===== config.mk =====
export PLATFORM = sky130hd
export DESIGN_NAME = scaler_h_step_ctrl
export DESIGN_NICKNAME = d
export VERILOG_FILES = /design/src/rtl/scaler_h_step_ctrl_pkg.sv /design/src/rtl/scaler_div_restoring.sv /design/src/rtl/scaler_h_step_ctrl.sv
export SDC_FILE = /design/constraint.sdc
export NUM_CORES = 1
export LEC_CHECK = 0
export CAP_MARGIN = 20
export CORE_MARGIN = 10
export CORE_UTILIZATION = 52
export DETAILED_ROUTE_END_ITERATION = 10
export PLACE_DENSITY = 0.77
export SKIP_CTS_REPAIR_TIMING = 1
export SYNTH_ARGS = -nofsm -noshare
export SYNTH_HDL_FRONTEND = slang
export SYNTH_HIERARCHICAL = 1
export SYNTH_SLANG_ARGS = --single-unit

===== constraint.sdc =====
create_clock -name clk -period 2.8 [get_ports clk]
set_clock_uncertainty 0.1 [all_clocks]
set_input_delay 0.56 -clock clk [delete_from_list [all_inputs] [get_ports clk]]
set_output_delay 0.56 -clock clk [all_outputs]
set_load 0.005 [all_outputs]

===== src/rtl/scaler_h_step_ctrl_pkg.sv =====
`default_nettype none
// +---------------------------------------------------------------------------+
// | scaler_h_step_ctrl_pkg : shared defaults and FSM encodings for the scaler |
// | Revision 1.0                                                              |
// +---------------------------------------------------------------------------+
package scaler_h_step_ctrl_pkg;

  localparam int PIXEL_STEP_DEF = 4096;
  localparam int WIDTH_BITS_DEF = 12;
  localparam int STEP_WIDTH_DEF = 16;

  localparam logic [1:0] S_IDLE = 2'd0;
  localparam logic [1:0] S_DIV  = 2'd1;
  localparam logic [1:0] S_PEND = 2'd2;

endpackage
`default_nettype wire


===== src/rtl/scaler_div_restoring.sv =====
`default_nettype none
// +---------------------------------------------------------------------------+
// | scaler_div_restoring : serial restoring divider, one quotient bit per clk |
// | Revision 1.0                                                              |
// +---------------------------------------------------------------------------+
module scaler_div_restoring #(
  parameter int N = 24,
  parameter int M = 12,
  parameter int Q = 16
) (
  input  logic         clk,
  input  logic         rst_n,
  input  logic         start,
  input  logic         abort,
  input  logic [N-1:0] dividend,
  input  logic [M-1:0] divisor,
  output logic         done,
  output logic [Q-1:0] quotient,
  output logic         overflow
);

  localparam int CW = $clog2(N + 1);

  logic          running;
  logic [CW-1:0] cnt;
  logic [N-1:0]  quo;
  logic [M-1:0]  rem;
  logic [M-1:0]  dsr;

  logic [N-1:0]  src_q;
  logic [M-1:0]  src_r;
  logic [M-1:0]  src_d;
  logic [M:0]    shifted;
  logic [M:0]    diff;
  logic          ge;
  logic [N-1:0]  next_q;
  logic [M-1:0]  next_r;

  // The start cycle already performs the first iteration, so N bits take N clocks.
  always_comb begin
    src_q   = start ? dividend : quo;
    src_r   = start ? '0 : rem;
    src_d   = start ? divisor : dsr;
    shifted = {src_r, src_q[N-1]};
    diff    = shifted - {1'b0, src_d};
    ge      = (shifted >= {1'b0, src_d});
    next_r  = ge ? diff[M-1:0] : shifted[M-1:0];
    next_q  = {src_q[N-2:0], ge};
  end

  always_ff @(posedge clk or negedge rst_n) begin
    if (!rst_n) begin
      running <= 1'b0;
      done    <= 1'b0;
      cnt     <= '0;
      quo     <= '0;
      rem     <= '0;
      dsr     <= '0;
    end else begin
      done <= 1'b0;
      if (start) begin
        quo     <= next_q;
        rem     <= next_r;
        dsr     <= divisor;
        cnt     <= CW'(N - 1);
        running <= 1'b1;
      end else if (abort) begin
        running <= 1'b0;
      end else if (running) begin
        quo <= next_q;
        rem <= next_r;
        cnt <= cnt - 1'b1;
        if (cnt == CW'(1)) begin
          running <= 1'b0;
          done    <= 1'b1;
        end
      end
    end
  end

  generate
    if (N > Q) begin : g_ovf
      assign quotient = quo[Q-1:0];
      assign overflow = |quo[N-1:Q];
    end else begin : g_no_ovf
      assign quotient = Q'(quo);
      assign overflow = 1'b0;
    end
  endgenerate

endmodule
`default_nettype wire


===== src/rtl/scaler_h_step_ctrl.sv =====
`default_nettype none
// +---------------------------------------------------------------------------+
// | scaler_h_step_ctrl : computes scale_step and applies it on a frame edge   |
// | Revision 1.0                                                              |
// +---------------------------------------------------------------------------+
module scaler_h_step_ctrl
  import scaler_h_step_ctrl_pkg::*;
#(
  parameter int PIXEL_STEP = PIXEL_STEP_DEF,
  parameter int WIDTH_BITS = WIDTH_BITS_DEF,
  parameter int STEP_WIDTH = STEP_WIDTH_DEF
) (
  input  logic                  clk,
  input  logic                  rst_n,
  input  logic [WIDTH_BITS-1:0] cfg_in_width_i,
  input  logic [WIDTH_BITS-1:0] cfg_out_width_i,
  input  logic                  cfg_wr_i,
  input  logic                  vs_i,
  output logic [STEP_WIDTH-1:0] scale_step_o,
  output logic                  busy_o,
  output logic                  pending_o,
  output logic                  applied_o,
  output logic                  cfg_err_o
);

  localparam int FRAC_BITS = $clog2(PIXEL_STEP);
  localparam int DIV_BITS  = WIDTH_BITS + FRAC_BITS;

  logic [1:0]            state;
  logic                  vs_d;
  logic [STEP_WIDTH-1:0] shadow;

  logic                  zero_cfg;
  logic                  div_start;
  logic                  div_abort;
  logic [DIV_BITS-1:0]   dividend;
  logic                  div_done;
  logic [STEP_WIDTH-1:0] div_quot;
  logic                  div_ovf;
  logic [STEP_WIDTH-1:0] div_sat;
  logic                  vs_rise;

  // Half the divisor is added up front so the truncating divide rounds to nearest.
  always_comb begin
    zero_cfg  = (cfg_in_width_i == '0) || (cfg_out_width_i == '0);
    div_start = cfg_wr_i & ~zero_cfg;
    div_abort = cfg_wr_i & zero_cfg;
    dividend  = (DIV_BITS'(cfg_in_width_i) << FRAC_BITS)
              + DIV_BITS'(cfg_out_width_i >> 1);
    div_sat   = div_ovf ? '1 : div_quot;
    vs_rise   = vs_i & ~vs_d;
  end

  scaler_div_restoring #(
    .N (DIV_BITS),
    .M (WIDTH_BITS),
    .Q (STEP_WIDTH)
  ) u_div (
    .clk      (clk),
    .rst_n    (rst_n),
    .start    (div_start),
    .abort    (div_abort),
    .dividend (dividend),
    .divisor  (cfg_out_width_i),
    .done     (div_done),
    .quotient (div_quot),
    .overflow (div_ovf)
  );

  always_ff @(posedge clk or negedge rst_n) begin
    if (!rst_n) begin
      state        <= S_IDLE;
      vs_d         <= 1'b0;
      shadow       <= '0;
      scale_step_o <= STEP_WIDTH'(PIXEL_STEP);
      applied_o    <= 1'b0;
      cfg_err_o    <= 1'b0;
    end else begin
      vs_d      <= vs_i;
      applied_o <= 1'b0;
      // A new configuration always wins over a completing divide or a frame edge.
      if (cfg_wr_i) begin
        cfg_err_o <= zero_cfg;
        state     <= zero_cfg ? S_IDLE : S_DIV;
      end else begin
        case (state)
          S_DIV: begin
            if (div_done) begin
              shadow <= div_sat;
              if (div_ovf) cfg_err_o <= 1'b1;
              state  <= S_PEND;
            end
          end
          S_PEND: begin
            if (vs_rise) begin
              scale_step_o <= shadow;
              applied_o    <= 1'b1;
              state        <= S_IDLE;
            end
          end
          default: state <= S_IDLE;
        endcase
      end
    end
  end

  assign busy_o    = (state == S_DIV);
  assign pending_o = (state == S_PEND);

endmodule
`default_nettype wire

; Word level (Yosys, flattened, before mapping)
; Cells that the tools add are included.
[op_classes]
n_lt_le_gt_ge = 1
muxes = 34
eq_ne = 6
add_sub_neg = 3
reduce_logical = 13
bitwise_logic = 6
[op_table]
columns = cell, count
row1 = 2-to-1 mux 24 bit, 4
row2 = 2-to-1 mux 12 bit, 6
row3 = adder 24 x 11 -> 24 bit, 1
row4 = logical NOT 12 bit, 2
row5 = 2-to-1 mux 1 bit, 16
row6 = 2-to-1 mux 16 bit, 1
row7 = 2-to-1 mux 5 bit, 3
row8 = greater-or-equal comparator 13 x 12 -> 1 bit, 1
row9 = subtractor 12 bit, 1
row10 = AND reduction 3 bit, 3
row11 = nonzero test 2 bit, 4
row12 = OR reduction 8 bit, 1
row13 = 2-to-1 mux 2 bit, 3
row14 = inequality test 3 x 2 -> 1 bit (second input constant), 2
row15 = equality test 5 x 1 -> 1 bit (second input constant), 1
row16 = subtractor 5 x 1 -> 5 bit (second input constant), 1
row17 = case mux 2 bit (2 select lines), 1
row18 = AND reduction 2 bit, 2
row19 = bitwise AND 1 bit, 3
row20 = inverter 1 bit, 3
row21 = equality test 2 x 1 -> 1 bit (second input constant), 1
row22 = equality test 2 bit (second input constant), 1
row23 = inequality test 2 x 1 -> 1 bit (second input constant), 1
row24 = logical OR 1 bit, 1
[totals]
reg_bits = 92
output_inout_bits = 20
inputBits = 28
wordCells = 75

; Logic depth before layout (Yosys ltp)
; Gate-level depths: netlist of the first run.
[depth]
depth_word = 10
mapped_depth = 17
ltp_nobuf = 12

; Hierarchy
; Netlist of the first run, hierarchy kept.
[modules_own_cells]
columns = mod, area_per_inst_um2, seq_area_each_um2, cells_each, n_inst
row1 = scaler_div_restoring, 3264.4, 1376.3, 333, 1
row2 = scaler_h_step_ctrl, 1557.7, 927.1, 132, 1

; Worst setup path before layout of the first run
; OpenSTA, ideal clock, no wires.
[synth_path]
kind = in2reg
start = input port cfg_in_width_i[5]
end = register u_div.rem[0]
n_path_buf = 4
t_arrival_ps = 4274
setup_time_ps = 83
t_required_ps = 2617
path_slack_ps = -1657
cell_stages = 16
path_cell_list = nor4_1 -> nand3_1 -> and3_1 -> buf_2 -> clkbuf_1 -> buf_2 -> buf_1 -> mux2i_1 -> ha_1 -> nand2_2 -> or3b_4 -> or3_1 -> o31a_1 -> o21ai_4 -> mux2_2 -> o21ai_0
[synth_via]
elab_chain_len = 10
word_cells_on_any_way = 18
cone_classes = 2 x add/sub / 1 x order compare / 1 x eq/ne / 7 x mux / 3 x bitwise / 4 x reduce/logical
[synth_rtl]
columns = item, line_no
row1 = from (decl), scaler_h_step_ctrl.sv:15  ; input logic [WIDTH_BITS-1:0] cfg_in_width_i,
row2 = logical NOT 12 bit (*), scaler_h_step_ctrl.sv:45  ; zero_cfg = (cfg_in_width_i == '0) || (cfg_out_width_i == '0);
row3 = logical OR 1 bit (*), scaler_h_step_ctrl.sv:45
row4 = inverter 1 bit (*), scaler_h_step_ctrl.sv:46  ; div_start = cfg_wr_i & ~zero_cfg;
row5 = bitwise AND 1 bit (*), scaler_h_step_ctrl.sv:46
row6 = net div_start, scaler_h_step_ctrl.sv:34  ; logic div_start;
row7 = 2-to-1 mux 24 bit (tied with other cells), scaler_div_restoring.sv:41  ; src_q = start ? dividend : quo;
row8 = subtractor 12 bit / greater-or-equal comparator 13 x 12 -> 1 bit (equally long branches), "scaler_div_restoring.sv:45, scaler_div_restoring.sv:46"
row9 = 2-to-1 mux 12 bit, scaler_div_restoring.sv:47  ; next_r = ge ? diff[M-1:0] : shifted[M-1:0];
row10 = 2-to-1 mux 12 bit, scaler_div_restoring.sv:69  ; end else if (running) begin
row11 = 2-to-1 mux 12 bit, scaler_div_restoring.sv:67  ; end else if (abort) begin
row12 = 2-to-1 mux 12 bit, scaler_div_restoring.sv:61  ; if (start) begin
row13 = to (signal assigned), scaler_div_restoring.sv:63  ; rem <= next_r;
row14 = to (signal assigned), scaler_div_restoring.sv:71  ; rem <= next_r;
row15 = to (decl), scaler_div_restoring.sv:27  ; logic [M-1:0] rem;
; The timed path passes the listed nets; every way through them passes the cells marked *. The select of a mux whose other input is x is not followed.
; A chain may end at the register's enable or synchronous reset.

; Final worst setup path of the first run
[layout_path]
start = input port cfg_out_width_i[4]
end = register u_div.rem[3]
[layout_via]
elab_chain_len = 10
word_cells_on_any_way = 18
cone_classes = 2 x add/sub / 1 x order compare / 1 x eq/ne / 7 x mux / 3 x bitwise / 4 x reduce/logical
[layout_rtl]
columns = item, line_no
row1 = from (decl), scaler_h_step_ctrl.sv:16  ; input logic [WIDTH_BITS-1:0] cfg_out_width_i,
row2 = logical NOT 12 bit (*), scaler_h_step_ctrl.sv:45
row3 = logical OR 1 bit (*), scaler_h_step_ctrl.sv:45
row4 = inverter 1 bit (*), scaler_h_step_ctrl.sv:46
row5 = bitwise AND 1 bit (*), scaler_h_step_ctrl.sv:46
row6 = net div_start, scaler_h_step_ctrl.sv:34
row7 = 2-to-1 mux 24 bit (tied with other cells), scaler_div_restoring.sv:41
row8 = subtractor 12 bit / greater-or-equal comparator 13 x 12 -> 1 bit (equally long branches), "scaler_div_restoring.sv:45, scaler_div_restoring.sv:46"
row9 = 2-to-1 mux 12 bit, scaler_div_restoring.sv:47
row10 = 2-to-1 mux 12 bit, scaler_div_restoring.sv:69
row11 = 2-to-1 mux 12 bit, scaler_div_restoring.sv:67
row12 = 2-to-1 mux 12 bit, scaler_div_restoring.sv:61
; Marks and branches as above.

==> results of run 1 <==
## Yosys cell counts, drive strengths merged, types with 3 or more instances
| cell type | number | share of area |
|---|---|---|
| nor3 | 4 | 0.0065 |
| o21ai | 36 | 0.040 |
| nor4 | 10 | 0.013 |
| nand2b | 6 | 0.0093 |
| ha | 12 | 0.031 |
| nor2 | 45 | 0.035 |
| or3b | 3 | 0.0060 |
| a21oi | 19 | 0.020 |
| clkbuf | 15 | 0.012 |
| nor2b | 12 | 0.016 |
| xnor2 | 11 | 0.020 |
| buf | 25 | 0.039 |
| a221o | 8 | 0.017 |
| inv | 20 | 0.016 |
| dfrtp | 91 | 0.47 |
| mux2i | 39 | 0.081 |
| and2 | 3 | 0.0039 |
| nor3b | 3 | 0.0047 |
| xor2 | 7 | 0.013 |
| nand2 | 37 | 0.029 |
| nand3 | 4 | 0.0042 |
| mux2 | 19 | 0.051 |
| a31oi | 6 | 0.0091 |
## registers in the layout, indices dropped and copies added (netlist names)
signal,count
scale_step_o,16
u_div/rem,12
u_div/quo,24
u_div/cnt,5
applied_o,1
state,2
vs_d,1
u_div/dsr,12
cfg_err_o,1
u_div/done,1
shadow,16
u_div/running,1
## worst max-delay path, delay by kind of cell
family,cells,cell delay [ns]
simple gates,7,1.61
compound gates,3,0.81
fa+ha+maj,1,0.33
mux,1,0.17
buf+inv,1,0.11
## area by class of cell
type,instances,area [um2],area share
inverter,20,75.1,0.0119
sequential,92,2300,0.365
clock inverter,6,65.1,0.0103
timing repair buffer,135,1160,0.184
multi-input combinational,313,2440,0.387
clock buffer,10,128,0.0202
tap,111,139,0.0220
## cell families after synthesis
family / Yosys count
buf+inv: 60
mux: 58
other cells: 1
fa+ha+maj: 13
flops: 92
compound gates: 86
xor+xnor: 18
simple gates: 137
## layer usage
metal	global-route usage	vias up
met5	0	-
met4	0.0459	0
met3	0.0390	17
met2	0.286	95
met1	0.200	1834
li1	-	1810
## metrics by stage
stage	setup WS [ns]	power, mW
floorplan	-1.29	2.23
global placement	-1.40	2.61
detailed placement	-1.48	2.64
CTS	-1.09	3.53
global route	-0.728	3.88
finish	-0.660	3.68
## worst max path at each step
stage / startpoint / end / cells after the start
5_1_grt: cfg_out_width_i[4] / u_div/rem[3]$_DFFE_PN0P_ / 14
6_report: cfg_out_width_i[4] / u_div/rem[3]$_DFFE_PN0P_ / 13
3_3_place_gp: cfg_out_width_i[2] / u_div/rem[10]$_DFFE_PN0P_ / 14
3_5_place_dp: cfg_out_width_i[2] / u_div/rem[10]$_DFFE_PN0P_ / 13
4_1_cts: cfg_out_width_i[2] / u_div/rem[3]$_DFFE_PN0P_ / 13
2_1_floorplan: cfg_out_width_i[1] / u_div/rem[3]$_DFFE_PN0P_ / 16
## power breakdown
part | internal [mW] | switching (mW)
logic | 0.648 | 0.577
clock network | 0.415 | 0.469
registers | 1.46 | 0.110
total | 2.53 | 1.16
==> reports/metrics.cfg, run 1 <==
[sta]
worst_pin_slew_ns = 0.579
fin_crit_sh = 1.24
max_freq_mhz = 289
setup_slack_ns = -0.660
rsz0062_at_grt = yes
slew_viol_final = 0
final-setup-viol-count = 13
hold_viol = 0
fin_crit_ns = 3.46
relSlewSlack = 0.614
whs_ns = 0.0939
setup_tns_ns = -7.87

[floorplan]
die_area_mm2 = 0.0135
rows = 35
start_util = 0.527
ios = 48
core_area_mm2 = 0.00915
dieWidth_um = 116
die_h_um = 116

[synth]
syn_area_per_cell_um2 = 10.4
synthFlopType = dfrtp_1
synth_warnings = 6
synth_fa_ha_area_frac = 0.0332
netlist_area_mm2 = 0.00482
synth_cells = 465
synth_xor_area_frac = 0.0327
synth_top_family_by_area = simple AND/OR/NAND/NOR gates
synth_cell_types = 58
seq_area_frac_synth = 0.478
synth-edff-count = 0
async_reset_ff_frac = 1.00
synthSimpleGateAreaFrac = 0.143
synth_mux_area_frac = 0.132
syn_nets = 505
ys_ff_latch = 92
synth_compound_area_frac = 0.113

[setup_path]
cp_cell_sequence = buf_12, nor4_4, nand3_1, and3_4, mux2i_2, ha_1, nand2_2, or3b_4, or3_1, o31a_1, o21ai_4, nor3_4, a221o_1
critPathLaunchType = input port
critPathMaxStageDelay_ns = 0.39
critPathRequiredTime_ns = 2.94
path_class = in2reg
r2r_cells = 9
r2r_end = u_div/rem[3]$_DFFE_PN0P_
critical-path-slowest-cell = or3b_4
critPathCaptureType = flip-flop
r2r-start = u_div/rem[9]$_DFFE_PN0P_
rrSetupSlack_ns = -0.03
path_max_fanout = 8
cp.arrival_ns = 3.60

[placed_design]
io_buffer_count = 47
hpwlAfterDp_um = 8260
placed_area_mm2 = 0.00587
place.gp.congestion = 0.923
placedCellCount = 663

[power]
power.leakage_nw = 3.17
ir_drop_mv = 0.364
p_per_area_mw_per_mm2 = 584

[status]
violations = setup timing
status = complete, but fails checks

[routing]
drt-total-wl_um = 11400
drc = 0
wl_met1_um = 4710
met2WireLength_um = 5830
postRouteAntennaNets = 0
routedWlPerCell_um = 16.6
vias_per_cell = 5.47
num_vias = 3756
drt_first_iter_violations = 265
first_pass_iters = 5
wl_met3_um = 617
routed.top_layer = met4

[clock_network]
clockBufferDepth = 2
clock-sinks = 92
htree_levels = 3
clk_latency_ns = 0.36
cts_tree = built
root_buffer = clkbuf_8
clk_pin_slew_ns = 0.09
cts_buffers = 9

[grt]
grt_pass1_vias = 3719
grt-ovfl-total = 0
grt_pass1_wl_um = 18000
antenna_found_initial = 0
grt_use_total = 0.165
grt_max_degree = 49

[layout]
diodes = 0
nNetsFinal = 611
drive_above_1_share = 0.313
final_common_cell = dfrtp_1
stdcell_count = 687
fillerInstances = 657
fin_area_mm2 = 0.00631
final_cell_mix = dfrtp_1, buf_4, nor2_1
utilization = 0.690
areaGrowthSynthToFinish_pct = 30.9

[job]
drv_cap = 0

[worst_hold_path]
min_path_type = in2async

No activity file was read; power rests on OpenSTA's default activity.
==> inputs of run 2 (changes only) <==
--- a/config.mk
+++ b/config.mk
@@ -10,6 +10,7 @@
 export CORE_UTILIZATION = 52
 export DETAILED_ROUTE_END_ITERATION = 10
 export PLACE_DENSITY = 0.77
+export SETUP_SLACK_MARGIN = 0.1
 export SKIP_CTS_REPAIR_TIMING = 1
 export SYNTH_ARGS = -nofsm -noshare
 export SYNTH_HDL_FRONTEND = slang
==> results of run 2 <==
No change in the layout: final DEF, timing and power equal those of run 1.
